**src/rtl/galaksija_tape_player.sv**
```systemverilog
// rtl/galaksija_tape_player.sv - tape buffer playback sequencer and pulse serialiser
module galaksija_tape_player #(
  parameter int ADDR_W       = 14,
  parameter int SLOT_CYCLES  = 588,
  parameter int PULSE_CYCLES = 164,
  parameter int GAP_CYCLES   = 13000,
  parameter int CNT_W        = 16
) (
  input  logic              clk,
  input  logic              reset,
  input  logic              enable,
  input  logic              load_active,
  input  logic              load_wr,
  input  logic [ADDR_W-1:0] load_addr,
  input  logic              rewind,
  output logic [ADDR_W-1:0] buf_addr,
  input  logic [7:0]        buf_data,
  output logic              tape_bit,
  output logic              playing,
  output logic              done,
  output logic [ADDR_W:0]   tape_len
);

  typedef enum logic [2:0] {
    S_IDLE,
    S_FETCH_A,
    S_FETCH_D,
    S_BITS,
    S_GAP,
    S_DONE
  } state_t;

  localparam logic [CNT_W-1:0] SLOT_LAST = CNT_W'(SLOT_CYCLES - 1);
  localparam logic [CNT_W-1:0] GAP_LAST  = CNT_W'(GAP_CYCLES - 1);
  localparam logic [CNT_W-1:0] PULSE_LEN = CNT_W'(PULSE_CYCLES);

  state_t            state_q, state_d;
  logic [ADDR_W:0]   pos_q, pos_d;
  logic [ADDR_W:0]   len_q, len_d;
  logic [CNT_W-1:0]  cnt_q, cnt_d;
  logic [1:0]        slot_q, slot_d;
  logic [2:0]        bit_q, bit_d;
  logic [7:0]        byte_q, byte_d;
  logic              tape_bit_q, tape_bit_d;
  logic              done_q, done_d;
  logic              load_q;

  logic              load_first;
  logic [ADDR_W:0]   len_base;
  logic [ADDR_W:0]   addr_p1;
  logic [ADDR_W:0]   pos_next;
  logic              slot_active;

  always_ff @(posedge clk) begin
    if (reset) begin
      state_q    <= S_IDLE;
      pos_q      <= '0;
      len_q      <= '0;
      cnt_q      <= '0;
      slot_q     <= '0;
      bit_q      <= '0;
      byte_q     <= '0;
      tape_bit_q <= 1'b1;
      done_q     <= 1'b0;
      load_q     <= 1'b0;
    end else begin
      state_q    <= state_d;
      pos_q      <= pos_d;
      len_q      <= len_d;
      cnt_q      <= cnt_d;
      slot_q     <= slot_d;
      bit_q      <= bit_d;
      byte_q     <= byte_d;
      tape_bit_q <= tape_bit_d;
      done_q     <= done_d;
      load_q     <= load_active;
    end
  end

  always_comb begin
    state_d     = state_q;
    pos_d       = pos_q;
    len_d       = len_q;
    cnt_d       = cnt_q;
    slot_d      = slot_q;
    bit_d       = bit_q;
    byte_d      = byte_q;
    load_first  = load_active & ~load_q;
    len_base    = load_first ? '0 : len_q;
    addr_p1     = {1'b0, load_addr} + (ADDR_W+1)'(1);
    pos_next    = pos_q + (ADDR_W+1)'(1);

    // Length is the highest address written plus one, so out-of-order writes are fine
    if (load_active) begin
      len_d = len_base;
      if (load_wr && (addr_p1 > len_base)) begin
        len_d = addr_p1;
      end
    end

    if (load_active) begin
      state_d = S_IDLE;
      if (load_first) begin
        pos_d = '0;
      end
    end else if (rewind) begin
      state_d = S_IDLE;
      pos_d   = '0;
    end else if (!enable) begin
      state_d = S_IDLE;
    end else begin
      case (state_q)
        S_IDLE: begin
          if (pos_q < len_q) begin
            state_d = S_FETCH_A;
          end
        end
        S_FETCH_A: state_d = S_FETCH_D;
        S_FETCH_D: begin
          byte_d  = buf_data;
          bit_d   = '0;
          slot_d  = '0;
          cnt_d   = '0;
          state_d = S_BITS;
        end
        S_BITS: begin
          if (cnt_q == SLOT_LAST) begin
            cnt_d = '0;
            if (slot_q == 2'd3) begin
              slot_d = '0;
              if (bit_q == 3'd7) begin
                state_d = S_GAP;
              end else begin
                bit_d = bit_q + 3'd1;
              end
            end else begin
              slot_d = slot_q + 2'd1;
            end
          end else begin
            cnt_d = cnt_q + CNT_W'(1);
          end
        end
        S_GAP: begin
          if (cnt_q == GAP_LAST) begin
            cnt_d   = '0;
            pos_d   = pos_next;
            state_d = (pos_next == len_q) ? S_DONE : S_FETCH_A;
          end else begin
            cnt_d = cnt_q + CNT_W'(1);
          end
        end
        S_DONE:  state_d = S_DONE;
        default: state_d = S_IDLE;
      endcase
    end

    // Outputs are decoded from next-state values so the registered level lines up with the state
    slot_active = (slot_d == 2'd0) || ((slot_d == 2'd2) && byte_d[bit_d]);
    tape_bit_d  = !((state_d == S_BITS) && slot_active && (cnt_d < PULSE_LEN));
    done_d      = (state_d == S_DONE);
  end

  assign buf_addr = pos_q[ADDR_W-1:0];
  assign tape_bit = tape_bit_q;
  assign done     = done_q;
  assign tape_len = len_q;
  assign playing  = (state_q == S_FETCH_A) || (state_q == S_FETCH_D) ||
                    (state_q == S_BITS) || (state_q == S_GAP);

endmodule

```
**config.mk**
```make
export PLATFORM = sky130hd
export DESIGN_NAME = galaksija_tape_player
export DESIGN_NICKNAME = d
export VERILOG_FILES = /design/src/rtl/galaksija_tape_player.sv
export SDC_FILE = /design/constraint.sdc
export NUM_CORES = 1
export LEC_CHECK = 0
export CAP_MARGIN = 20
export CORE_AREA = 2 2 77 135
export DETAILED_ROUTE_END_ITERATION = 8
export DIE_AREA = 0 0 79 137
export PLACE_DENSITY = 0.77
export SLEW_MARGIN = 20
export SYNTH_ARGS = -nofsm -noshare
export SYNTH_HDL_FRONTEND = slang
export SYNTH_SLANG_ARGS = --single-unit
```
**constraint.sdc**
```tcl
create_clock -name clk -period 4.5 [get_ports clk]
set_input_delay 1.125 -clock clk [delete_from_list [all_inputs] [get_ports clk]]
set_output_delay 1.125 -clock clk [all_outputs]
set_load 0.005 [all_outputs]
```
## After elaboration in Yosys (flattened, before gate mapping)

Cells that the tools add are included.

- Latch bits: 0
- Bits in read-only memories: 0
- Input port bits: 28
- Output and inout bits: 32
- Bits in registers: 65
- Memories kept: 0
- RAM bits: 0
- Word-level logic and storage cells: 93

- Bitwise operators: 2
- Divide/modulo/power cells: 0
- Reduce and logical (&&, ||, !) cells: 15
- Shift-type cells: 0
- Magnitude comparators: 4
- Multiply operators: 0
- Add/subtract/negate cells: 5
- Multiplexer cells: 43
- Eq/ne operators: 14

Operators by type and width:

| kind | number |
|---|---|
| $mux 15 | 8 |
| $mux 16 | 5 |
| $pmux 16 s3 | 1 |
| $mux 3 | 15 |
| $mux 8 | 4 |
| $pmux 3 s6 | 1 |
| $add 16x1->16 const B | 1 |
| $eq 16x10->1 const B | 1 |
| $eq 16x14->1 const B | 1 |
| $lt 16x8->1 const B | 1 |
| $add 14x1->15 const B | 1 |
| $add 15x1->15 const B | 1 |
| $eq 15x15->1 | 1 |
| $gt 15x15->1 | 1 |
| $lt 15x15->1 | 1 |
| $eq 3x3->1 const B | 4 |
| $mux 2 | 5 |
| $eq 3x2->1 const B | 3 |
| $reduce_bool 3->1 | 3 |
| $pmux 3 s2 | 1 |
| $eq 2x2->1 const B | 2 |
| $logic_and 1x1->1 | 4 |
| $logic_or 1x1->1 | 4 |
| $lt 3x4->1 const B | 1 |
| other kinds (13) | 13 |

## Longest topological paths before layout

Gate-level depths: netlist of the first run.

- Word-level depth: 15
- Mapped depth: 16
- Gate-level depth less buffers: 14

## Least setup slack after synthesis of the first run

No wires, ideal clock.

- Path type: input to register
- From: in load_addr[2]
- To: reg len_q[13] (netlist: tape_len[13])
- Stages: 16
- Buffers on the path: 2
- Required time: 4.430 ns
- Data arrival time: 3.693 ns
- Slack: 0.737 ns
- Path through: and3_1 and3_1 nand3_1 inv_1 nand3_1 xnor2_1 ha_1 a21o_1 a21o_1 a211o_1 o2111ai_1 a311o_1 buf_2 clkbuf_1 nand3_1 a21oi_1

- Longest elaborated chain between the ends: 4

RTL lines:

| item | RTL line | source |
|---|---|---|
| start: declaration | 14 | `input logic [ADDR_W-1:0] load_addr,` |
| $add 14x1->15 * | 90 | `addr_p1 = {1'b0, load_addr} + (ADDR_W+1)'(1);` |
| $gt 15x15->1 | 96 | `if (load_wr && (addr_p1 > len_base)) begin` |
| $logic_and 1x1->1 | 96 |  |
| $mux 15 * | 96 |  |
| end signal: assignment | 69 | `len_q <= len_d;` |
| end: declaration | 39 | `logic [ADDR_W:0] len_q, len_d;` |

Mark *: on every way between the ends. The rest lies on a longest branch, timed or not.
A chain may end at the register's enable or synchronous reset.

## Worst setup path in the final report of the first run

- From: in load_addr[4]
- To: reg len_q[1] (netlist: tape_len[1])

- Longest elaborated chain between the ends: 4

RTL lines:

| item | RTL line |
|---|---|
| $add 14x1->15 | 90 |
| $gt 15x15->1 | 96 |
| $logic_and 1x1->1 | 96 |
| $mux 15 | 96 |

Every way passes these cells.

==> results.sh, run 1 <==
export IMPL_cts_clk_slew_worst_paths_ps=60
export IMPL_synth_compound_area_share_pct=16.05
export IMPL_synthMuxAreaShare_pct=1.314
export IMPL_p_per_area_nw_per_um2=259.7
export IMPL_fin_crit_sh_pct=91.44
export IMPL_clk_root_buffer_cell="clkbuf_16"
export IMPL_hpwlAfterDp_um=9387
export IMPL_grt_overflow_total=0
export IMPL_setup_viol_count_final=0
export IMPL_synth_top_family_by_area="simple AND/OR/NAND/NOR gates"
export IMPL_syn2layout_area_growth_pct=18.86
export IMPL_cp_required_ps=4780
export IMPL_p_leak_nw=2.036
export IMPL_ir_drop_v=0.0001927
export IMPL_clk_latency_ps=340
export IMPL_wirelength_um=12310
export IMPL_critical_path_max_fanout=28
export IMPL_synth_edf_count=0
export IMPL_syn_area_sq_um=4762
export IMPL_slew_headroom_pct=55.18
export IMPL_avgRoutedWirePerCell_um=15.75
export IMPL_fin_util_pct=58.18
export IMPL_worstPathArrival_ps=4390
export IMPL_cts_tree="yes"
export IMPL_synthXorXnorAreaFrac_pct=9.748
export IMPL_top_layer_used="met4"
export IMPL_postCtsHoldBufs=0
export IMPL_max_cap_viol_count=0
export IMPL_cpPeakStageDelay_ps=490
export IMPL_fmaxAchievable_ghz=0.2430
export IMPL_route_met3_wl_um=469
export IMPL_path_delay_family="compound AO/OA/AOI/OAI gates"
export IMPL_drv_slew=0
export IMPL_grt_pass1_vias=4430
export IMPL_synthFlopType="dfxtp_1"
export IMPL_place_congestion=0.8736
export IMPL_synth_simple_gate_area_share_pct=29.14
export IMPL_layout_commonest_cell="nor2_1"
export IMPL_fin_worst_skew_ps=8.199
export IMPL_postCtsResizedCells=0
export IMPL_rsz0062_at_grt="false"
export IMPL_drtAntennaViolNets=0
export IMPL_synth_top_area_share_pct=27.33
export IMPL_portBuffers=59
export IMPL_routed_wl_met2_um=6857
export IMPL_dieWidth_um=79
export IMPL_drc=0
export IMPL_ys_seq_area_share_pct=27.33
export IMPL_drive_gt1_share_pct=7.002
export IMPL_antenna_cells=0
export IMPL_status="finished, final reports clean"
export IMPL_cts_htree_levels=3
export IMPL_nets=715
export IMPL_drt_met1_wl_um=4403
export IMPL_rows=48
export IMPL_ys_async_sr_fraction_pct=0
export IMPL_core_sq_um=9729
export IMPL_fp_dieH_um=137
export IMPL_avgSynthCellArea_sq_um=7.731
export IMPL_synth_area_leaders="dfxtp_1 27%, ha_1 9.2%, xnor2_1 6.3%"
export IMPL_cts_buffer_depth=2
export IMPL_worstSetupPathType="input port to flop"
export IMPL_synthCells=616
export IMPL_tightest_slew_ps=672.2
export IMPL_ys_types=68
export IMPL_grt_start_max_net_pins=48
export IMPL_path_buf_inv=3
export IMPL_min_period_ps=4115
export IMPL_antenna_found_initial=0
export IMPL_pin_count=60
export IMPL_path_cells="clkdlybuf4s50_1, and3_1, and3_1, nand3_1, inv_1, nand3_1, xnor2_1, ha_1, a21o_1, a21o_1, a211o_1, o2111ai_1, a311o_1, buf_12, mux2_2, nor2_1"
export IMPL_post_cts_buffers=0
export IMPL_hold_path_class="flop to flop"
export IMPL_most_common_layout_cells="66 x nor2_1, 65 x dfxtp_1, 60 x nand2_1, 59 x clkdlybuf4s50_1, 45 x a21oi_1"
export IMPL_ys_warn_count=0
export IMPL_fin_setup_tns_ps=0
export IMPL_cp_start_kind="input port"
export IMPL_syn_nets=679
export IMPL_yosysTopAreaCell="dfxtp_1"
export IMPL_cp_end_kind="flop"
export IMPL_cp_slowest_cell="clkdlybuf4s50_1"
export IMPL_die_area_sq_um=10820
export IMPL_power_mw=1.470
export IMPL_vias=4566
export IMPL_drtIter0Drc=300
export IMPL_numCtsBuffers=9
export IMPL_ys_ff_latch=65
export IMPL_drt_pre_antenna_iters=5
export IMPL_cts_sinks=65
export IMPL_synth_adder_area_share_pct=9.196
export IMPL_hold_viol=0
export IMPL_grt_pass1_wl_um=19920
export IMPL_grt_use_total_pct=23.29
export IMPL_start_util_pct=48.95
export IMPL_viasPerCell=5.839
-- sequential cells by signal (all words and copies together) (netlist names) --
signal / cells
bit_q: 3
load_q: 1
byte_q: 8
slot_q: 2
done: 1
pos_q: 15
tape_bit: 1
cnt_q: 16
state_q: 3
tape_len: 15
-- per-stage QoR --
step	instance area, sq um	instances	setup slack, ps	hold slack, ps
detailed placement	5354	766	28.43	446.5
CTS	5660	782	373.8	454.4
global placement	5354	766	96.10	440.6
global route	5660	782	109.3	465.2
floorplan	4762	616	736.5	431.8
finish	5660	782	385.1	452.9
-- cell families (layout without fill, tap and decap cells) --
logic type	count (synthesis)	after routing
xor+xnor	53	53
fa+ha+maj	35	35
buf+inv	70	111
flops	65	65
mux	6	6
simple gates	267	267
compound gates	120	120
-- per-layer routing --
layer	up-vias	global-route usage [%]
met5	-	0
met4	0	14.27
met3	49	3.562
met2	141	45.62
met1	2153	21.89
li1	2223	-
-- final timing paths --
check,startpoint,end,slack (ps),cells after the start
worst max-delay path,load_addr[4],tape_len[1],390,16
worst min-delay path,byte_q[7],byte_q[7],450,2
worst max register to register,cnt_q[0],tape_bit,1500,9
worst min register to register,byte_q[7],byte_q[7],450,2
-- cells in the mapped netlist, types with 14 or more instances --
cell / n
nor2_1: 66
dfxtp_1: 65
nand2_1: 60
a21oi_1: 45
nand3_1: 38
ha_1: 35
xnor2_1: 34
o21ai_0: 26
inv_1: 25
xor2_1: 19
clkbuf_1: 16
buf_4: 14
nand4_1: 14
-- worst reg2reg max path, stage by stage, from the launching register on --
cell	delay (ps)
dfxtp_1	370
ha_1	290
nor4bb_1	250
nand4_1	460
or4_1	670
o21a_2	180
nor2b_1	150
a211oi_2	60
a211oi_1	280
o311ai_1	140
-- power by group --
| part | internal, mW | total [mW] | switching, mW |
|---|---|---|---|
| combinational | 0.0816 | 0.165 | 0.0832 |
| clock | 0.444 | 0.714 | 0.270 |
| sequential | 0.582 | 0.592 | 0.00927 |
-- cell type report --
cell class              count  area (sq um)
clock buffers              10         239.0
clock inverters             6         67.56
fillers                   896          4069
inverters                  25         93.84
multi-input cells         481          3117
flip-flops and latches     65          1301
well taps                 125         156.4
repair buffers             70         685.7
(Power assumes the default switching activity.)
==> run 2, diff against run 1 <==
CAP_MARGIN = not set   (was 20)
SKIP_CTS_REPAIR_TIMING = 1   (was not set)
==> results of run 2 <==
Same layout as run 1: the final DEF is identical, and so are final timing and power.
==> run 3, diff against run 2 <==
CAP_MARGIN = 20   (was not set)
==> results of run 3 <==
Same layout as run 1: the final DEF is identical, and so are final timing and power.
